===== src/rtl/fetch_pkg.sv =====
// rtl/fetch_pkg.sv - shared constants and entry type for the fetch queue
package fetch_pkg;

  localparam int          INSTR_W   = 32;
  localparam logic [31:0] NOP_INSTR = 32'h0000_0000;
  localparam int          PC_INC    = 4;

  // Queue entry at the widest supported PC width; narrower cores use the low bits.
  typedef struct packed {
    logic [31:0]        pc;
    logic [INSTR_W-1:0] instr;
  } fetch_entry_t;

endpackage


===== src/rtl/fetch_fifo.sv =====
// rtl/fetch_fifo.sv - prefetch storage with pointers, occupancy and flush
module fetch_fifo #(
  parameter int               DEPTH    = 4,
  parameter int               WIDTH    = 64,
  parameter logic [WIDTH-1:0] INIT_VAL = '0,
  localparam int              PW       = $clog2(DEPTH),
  localparam int              CW       = PW + 1
) (
  input  logic             clock,
  input  logic             reset,
  input  logic             flush,
  input  logic             push,
  input  logic             pop,
  input  logic [WIDTH-1:0] wdata,
  output logic [WIDTH-1:0] rdata,
  output logic [CW-1:0]    count
);

  logic [WIDTH-1:0] mem [DEPTH];
  logic [PW-1:0]    wptr;
  logic [PW-1:0]    rptr;

  // Entry storage; reset restores every slot to the idle value so the head reads as a NOP.
  always_ff @(posedge clock) begin
    if (reset) begin
      for (int i = 0; i < DEPTH; i++) mem[i] <= INIT_VAL;
    end else if (push && !flush) begin
      mem[wptr] <= wdata;
    end
  end

  // Pointers wrap naturally at DEPTH; flush empties the queue without touching storage.
  always_ff @(posedge clock) begin
    if (reset || flush) begin
      wptr  <= '0;
      rptr  <= '0;
      count <= '0;
    end else begin
      if (push) wptr <= wptr + 1'b1;
      if (pop)  rptr <= rptr + 1'b1;
      if (push && !pop)      count <= count + 1'b1;
      else if (pop && !push) count <= count - 1'b1;
    end
  end

  assign rdata = mem[rptr];

endmodule


===== src/rtl/fetch_queue.sv =====
// rtl/fetch_queue.sv - PC-owning fetch stage with prefetch queue; FETCH_STEP_EN adds single-step fetch
module fetch_queue
  import fetch_pkg::*;
#(
  parameter int                ADDR_W   = 32,
  parameter int                DEPTH    = 4,
  parameter logic [ADDR_W-1:0] RESET_PC = '0
) (
  input  logic                   clock,
  input  logic                   reset,
`ifdef FETCH_STEP_EN
  input  logic                   step,
`endif
  output logic [ADDR_W-1:0]      imem_addr,
  input  logic [INSTR_W-1:0]     imem_data,
  input  logic                   imem_ready,
  input  logic                   redirect,
  input  logic [ADDR_W-1:0]      redirect_pc,
  output logic                   out_valid,
  input  logic                   out_ready,
  output logic [ADDR_W-1:0]      out_pc,
  output logic [INSTR_W-1:0]     out_instr,
  output logic [$clog2(DEPTH):0] count
);

  localparam int CW = $clog2(DEPTH) + 1;
  localparam int EW = ADDR_W + INSTR_W;

  logic [ADDR_W-1:0] pc;
  logic              pop;
  logic              can_push;
  logic              push;
  logic              fetch_ok;
  logic [EW-1:0]     head;

`ifdef FETCH_STEP_EN
  logic step_q;
  logic step_pending;

  // A rising edge of step arms exactly one fetch; the push consumes it, redirect/reset cancel it.
  always_ff @(posedge clock) begin
    if (reset) step_q <= 1'b0;
    else       step_q <= step;
    if (reset || redirect)   step_pending <= 1'b0;
    else if (step && !step_q) step_pending <= 1'b1;
    else if (push)           step_pending <= 1'b0;
  end

  assign fetch_ok = step_pending;
`else
  assign fetch_ok = 1'b1;
`endif

  assign pop      = out_valid & out_ready;
  assign can_push = (count < CW'(DEPTH)) | pop;
  assign push     = can_push & imem_ready & ~redirect & fetch_ok;

  // PC register: redirect wins, otherwise advance only when an instruction is captured.
  always_ff @(posedge clock) begin
    if (reset)         pc <= RESET_PC;
    else if (redirect) pc <= redirect_pc & ~ADDR_W'(3);
    else if (push)     pc <= pc + ADDR_W'(PC_INC);
  end

  fetch_fifo #(
    .DEPTH    (DEPTH),
    .WIDTH    (EW),
    .INIT_VAL ({ADDR_W'(0), NOP_INSTR})
  ) u_fifo (
    .clock (clock),
    .reset (reset),
    .flush (redirect),
    .push  (push),
    .pop   (pop & ~redirect),
    .wdata ({pc, imem_data}),
    .rdata (head),
    .count (count)
  );

  assign imem_addr = pc;
  assign out_valid = (count != '0);
  assign out_pc    = head[EW-1:INSTR_W];
  assign out_instr = head[INSTR_W-1:0];

endmodule


===== config.mk =====
export PLATFORM = sky130hd
export DESIGN_NAME = fetch_queue
export DESIGN_NICKNAME = d
export VERILOG_FILES = /design/src/rtl/fetch_pkg.sv /design/src/rtl/fetch_fifo.sv /design/src/rtl/fetch_queue.sv
export SDC_FILE = /design/constraint.sdc
export NUM_CORES = 1
export LEC_CHECK = 0
export CORE_ASPECT_RATIO = 1.25
export CORE_MARGIN = 5
export CORE_UTILIZATION = 33
export CTS_BUF_LIST = sky130_fd_sc_hd__clkbuf_16
export DETAILED_ROUTE_END_ITERATION = 12
export SKIP_CTS_REPAIR_TIMING = 1
export SYNTH_ARGS = -nofsm -noshare
export SYNTH_HDL_FRONTEND = slang
export SYNTH_SLANG_ARGS = --single-unit
export TNS_END_PERCENT = 50

===== constraint.sdc =====
create_clock -name clock -period 7.1 [get_ports clock]
set_clock_uncertainty 0.05 [all_clocks]
set_input_delay 2.13 -clock clock [delete_from_list [all_inputs] [get_ports clock]]
set_output_delay 2.13 -clock clock [all_outputs]
set_load 0.1 [all_outputs]

==> out/summary.txt <==
Outcome -> complete, no violations
Leakage component of the power -> 5.52 nW
Required time of the critical path -> 4.92 ns
Average wire per standard cell -> 21.2 um
Arrival time reported for the critical path endpoint -> 3.21 ns
Growth of design area from synthesis to finish -> 23.4%
Average footprint of a synthesized cell -> 14.8 um^2
Placement Rows -> 81
Die boundary width -> 187 um
Total routing resource utilization after global routing -> 14.8%
I/O Pins -> 169
Unrepaired setup endpoints after global routing -> no
Sinks on Clock Net -> 287
Post-synth EDFFs -> 248
Final core occ -> 41.0%
Syn. warnings -> 0
Critical hold path startpoint -> u_fifo.rptr[1]
Die outline height -> 231 um
Cell at the slowest stage of the critical path -> sky130_fd_sc_hd__clkdlybuf4s50_1
Remaining antenna violation count -> 0
Most used flip-flop cell after synthesis -> sky130_fd_sc_hd__edfxtp_1
GRT overflow -> 0
Total power divided by cell area -> 251 nW/um^2
Share of layout cells above drive strength 1 -> 14.4%
Largest delay share family, worst path -> buffers and inverters
Reg-to-Reg End -> u_fifo.mem[1][55]
Number of cells produced by synthesis -> 876
Pin count of the biggest net entering global routing -> 63
Class of the most critical hold timing path -> reg2reg
Final HPWL DP -> 19.1 mm
Setup slack of the worst register-to-register path -> 4.08 ns
Hold Path Cell Cnt -> 2
Htree depth -> 1
#FFs+latches synth -> 287
Number of max-slew violations in the final report -> 0
Peak per-stage delay on the critical path -> 1.00 ns
Number of design-rule violations left by the first detailed-router iteration -> 493
Final worst hold slack -> 0.485 ns
Total length of routed wires -> 32.6 mm
Worst Path Max Fanout -> 31
Worst vdd ir -> 0.156 mV
Highest clock frequency the design can meet -> 0.186 GHz
Cell count of the worst reg-to-reg path -> 5
Final-layout fill cell count -> 3621
Clock transition at the registers of the reported paths -> 0.06 ns
Worst Setup Path Type -> reg2out
Max-cap check violation count -> 0
Setup crit start kind -> flop
Crit path time final -> 5.39 ns
Number of distinct library cells after synthesis -> 46
Initial cell density of the core -> 33.2%
Maximum clock insertion buffer count -> 3
Clk_lat worst skew -> 0.55 ns
Startpoint of the worst register-to-register path -> u_fifo.count[2]
Share of flip-flops with an asynchronous set or reset after synthesis -> 0%
Relative max-transition margin -> 26.3%
Layout net count -> 1093
Residual DRC count -> 0
Via count of the first global-routing pass -> 8127
Crit share post-route -> 75.9%
Fraction of the yosys area taken by sequential cells -> 63.7%
Weighted congestion at the end of routability-driven global placement -> 0.763
Slew at the pin closest to its max-slew limit -> 1.10 ns
Worst Setup End Kind -> output port
Routed vias -> 7511
Clk root buf -> sky130_fd_sc_hd__clkbuf_16
Post-DR vias/cell -> 4.87
First-pass GRT wire length -> 49.4 mm
Post-Syn Area -> 12900 um^2
Number of detailed-route iterations in the first pass -> 4
Final number of setup-violating endpoints -> 0
Placeable core region -> 38900 um^2
Ant. Diodes -> 0
Critical path buffer and inverter count -> 2
Quantity of I/O buffers inserted on ports -> 162
Hold Fails Final Rpt -> 0
Area of the die -> 43200 um^2
Antenna violations before repair -> 0
Sum Neg Setup Slack -> 0 ns
CP cell instances -> buf_12 > mux4_2 > clkdlybuf4s50_1
Clock buffers created by TritonCTS -> 29
Clock tree from TritonCTS -> built
[sequential cells by signal, summed over array words and instances, names as in the netlist, named ones only]
register,flops
u_fifo.mem,248
imem_addr,30
u_fifo.count,3
u_fifo.rptr,2
u_fifo.wptr,2
[cell usage after synthesis (5+ instances only)]
master	n	area share, %
sky130_fd_sc_hd__edfxtp_1	248	58
sky130_fd_sc_hd__and2_1	242	12
sky130_fd_sc_hd__mux4_2	62	11
sky130_fd_sc_hd__clkbuf_1	41	1.2
sky130_fd_sc_hd__dfxtp_1	39	6.0
sky130_fd_sc_hd__nor2_1	32	0.93
sky130_fd_sc_hd__xnor2_1	27	1.8
sky130_fd_sc_hd__nand2_1	24	0.70
sky130_fd_sc_hd__a211oi_1	19	1.1
sky130_fd_sc_hd__buf_2	15	0.58
sky130_fd_sc_hd__nand3_1	12	0.46
sky130_fd_sc_hd__nor4_1	12	0.58
sky130_fd_sc_hd__nand4_1	10	0.48
sky130_fd_sc_hd__a21oi_1	9	0.35
sky130_fd_sc_hd__nor4_2	7	0.68
sky130_fd_sc_hd__and3_1	6	0.29
sky130_fd_sc_hd__nor3_1	6	0.23
sky130_fd_sc_hd__buf_6	5	0.44
sky130_fd_sc_hd__inv_1	5	0.15
sky130_fd_sc_hd__xor2_1	5	0.34
[placed cells by master, fill, tap and decap left out, drive strengths merged]
master / netlist / final
nand2b: 1 / 1
nand3: 12 / 12
or2: 4 / 4
and3: 6 / 6
or3: 4 / 4
inv: 5 / 12
buf: 24 / 17
clkbuf: 44 / 29
a311oi: 2 / 2
dfxtp: 39 / 39
clkinv: 1 / 13
clkinvlp: 0 / 3
nor4: 20 / 20
a31oi: 1 / 1
nand2: 25 / 25
conb: 1 / 4
nor3: 8 / 8
nor2: 33 / 33
a31o: 2 / 2
bufinv: 0 / 3
mux2i: 2 / 2
a211oi: 19 / 19
o21ai: 3 / 3
a21oi: 9 / 9
xnor2: 27 / 27
xor2: 5 / 5
o21bai: 1 / 1
and2: 246 / 246
o22ai: 3 / 3
ha: 2 / 2
edfxtp: 248 / 248
fa: 1 / 1
nor2b: 1 / 1
nand4: 12 / 12
mux4: 62 / 62
and4: 3 / 3
clkdlybuf4s50: 0 / 162
[routing by layer]
metal / GRT usage, % / part of all wire, %
met1: 18.9 / 43
met2: 26.4 / 51
met3: 2.85 / 4.9
met4: 3.35 / 1.5
met5: 0 / 0
[per-stage QoR]
step / power, mW / area [um^2] / cells / setup slack [ns]
detailed placement: 2.56 / 15000 / 1488 / 1.71
finish: 4.01 / 15900 / 1542 / 1.71
CTS: 4.06 / 15900 / 1542 / 1.58
global placement: 2.55 / 15000 / 1488 / 1.77
global route: 4.15 / 15900 / 1542 / 1.49
floorplan: 2.38 / 12900 / 879 / 2.71
[cell families (layout without fill, tap and decap cells)]
logic type / count (synthesis) / in the layout / synth area share (%)
compound gates: 40 / 40 / 2.09
xor+xnor: 32 / 32 / 2.17
fa+ha+maj: 3 / 3 / 0.348
buf+inv: 74 / 239 / 2.93
flops: 287 / 287 / 63.7
mux: 64 / 64 / 11.0
other cells: 1 / 4 / 0.0290
simple gates: 375 / 375 / 17.8
[worst register-to-register path: stages, from the launching register on]
cell and delay, ns:
sky130_fd_sc_hd__dfxtp_1 0.35, sky130_fd_sc_hd__nand2b_1 0.37, sky130_fd_sc_hd__nand2_1 0.34, sky130_fd_sc_hd__nor2_1 0.37
sky130_fd_sc_hd__a31o_4 0.74, sky130_fd_sc_hd__buf_4 0.47
[final cells by class]
type	instances	area, um^2	share of cell area, %
Multi-Input combinational cell	518	4370	27.4
Tap cell	498	623	3.91
Timing Repair Buffer	179	1770	11.1
Clock buffer	29	726	4.55
Inverter	6	22.5	0.141
Sequential cell	287	8240	51.6
Clock inverter	25	196	1.23
[worst max path at each step]
stage	slack (ns)	to	cells after the start	start
after global routing	1.49	out_pc[8]	3	flop
after CTS	1.58	out_pc[8]	3	flop
after floorplan	2.71	u_fifo.mem[0][0]	6	out_ready
final	1.71	out_pc[30]	3	flop
after detailed placement	1.71	u_fifo.mem[1][60]	6	out_ready
after global placement	1.77	u_fifo.mem[1][60]	6	out_ready
[power breakdown]
part           total [mW]  leakage [nW]  switching [mW]  internal [mW]
Clock                1.49         0.474           0.644          0.850
Combinational       0.554          2.15           0.400          0.154
Sequential           1.96          2.89          0.0522           1.91
Total                4.01          5.52            1.10           2.91
Note: power is estimated with default switching activity, not from simulation.
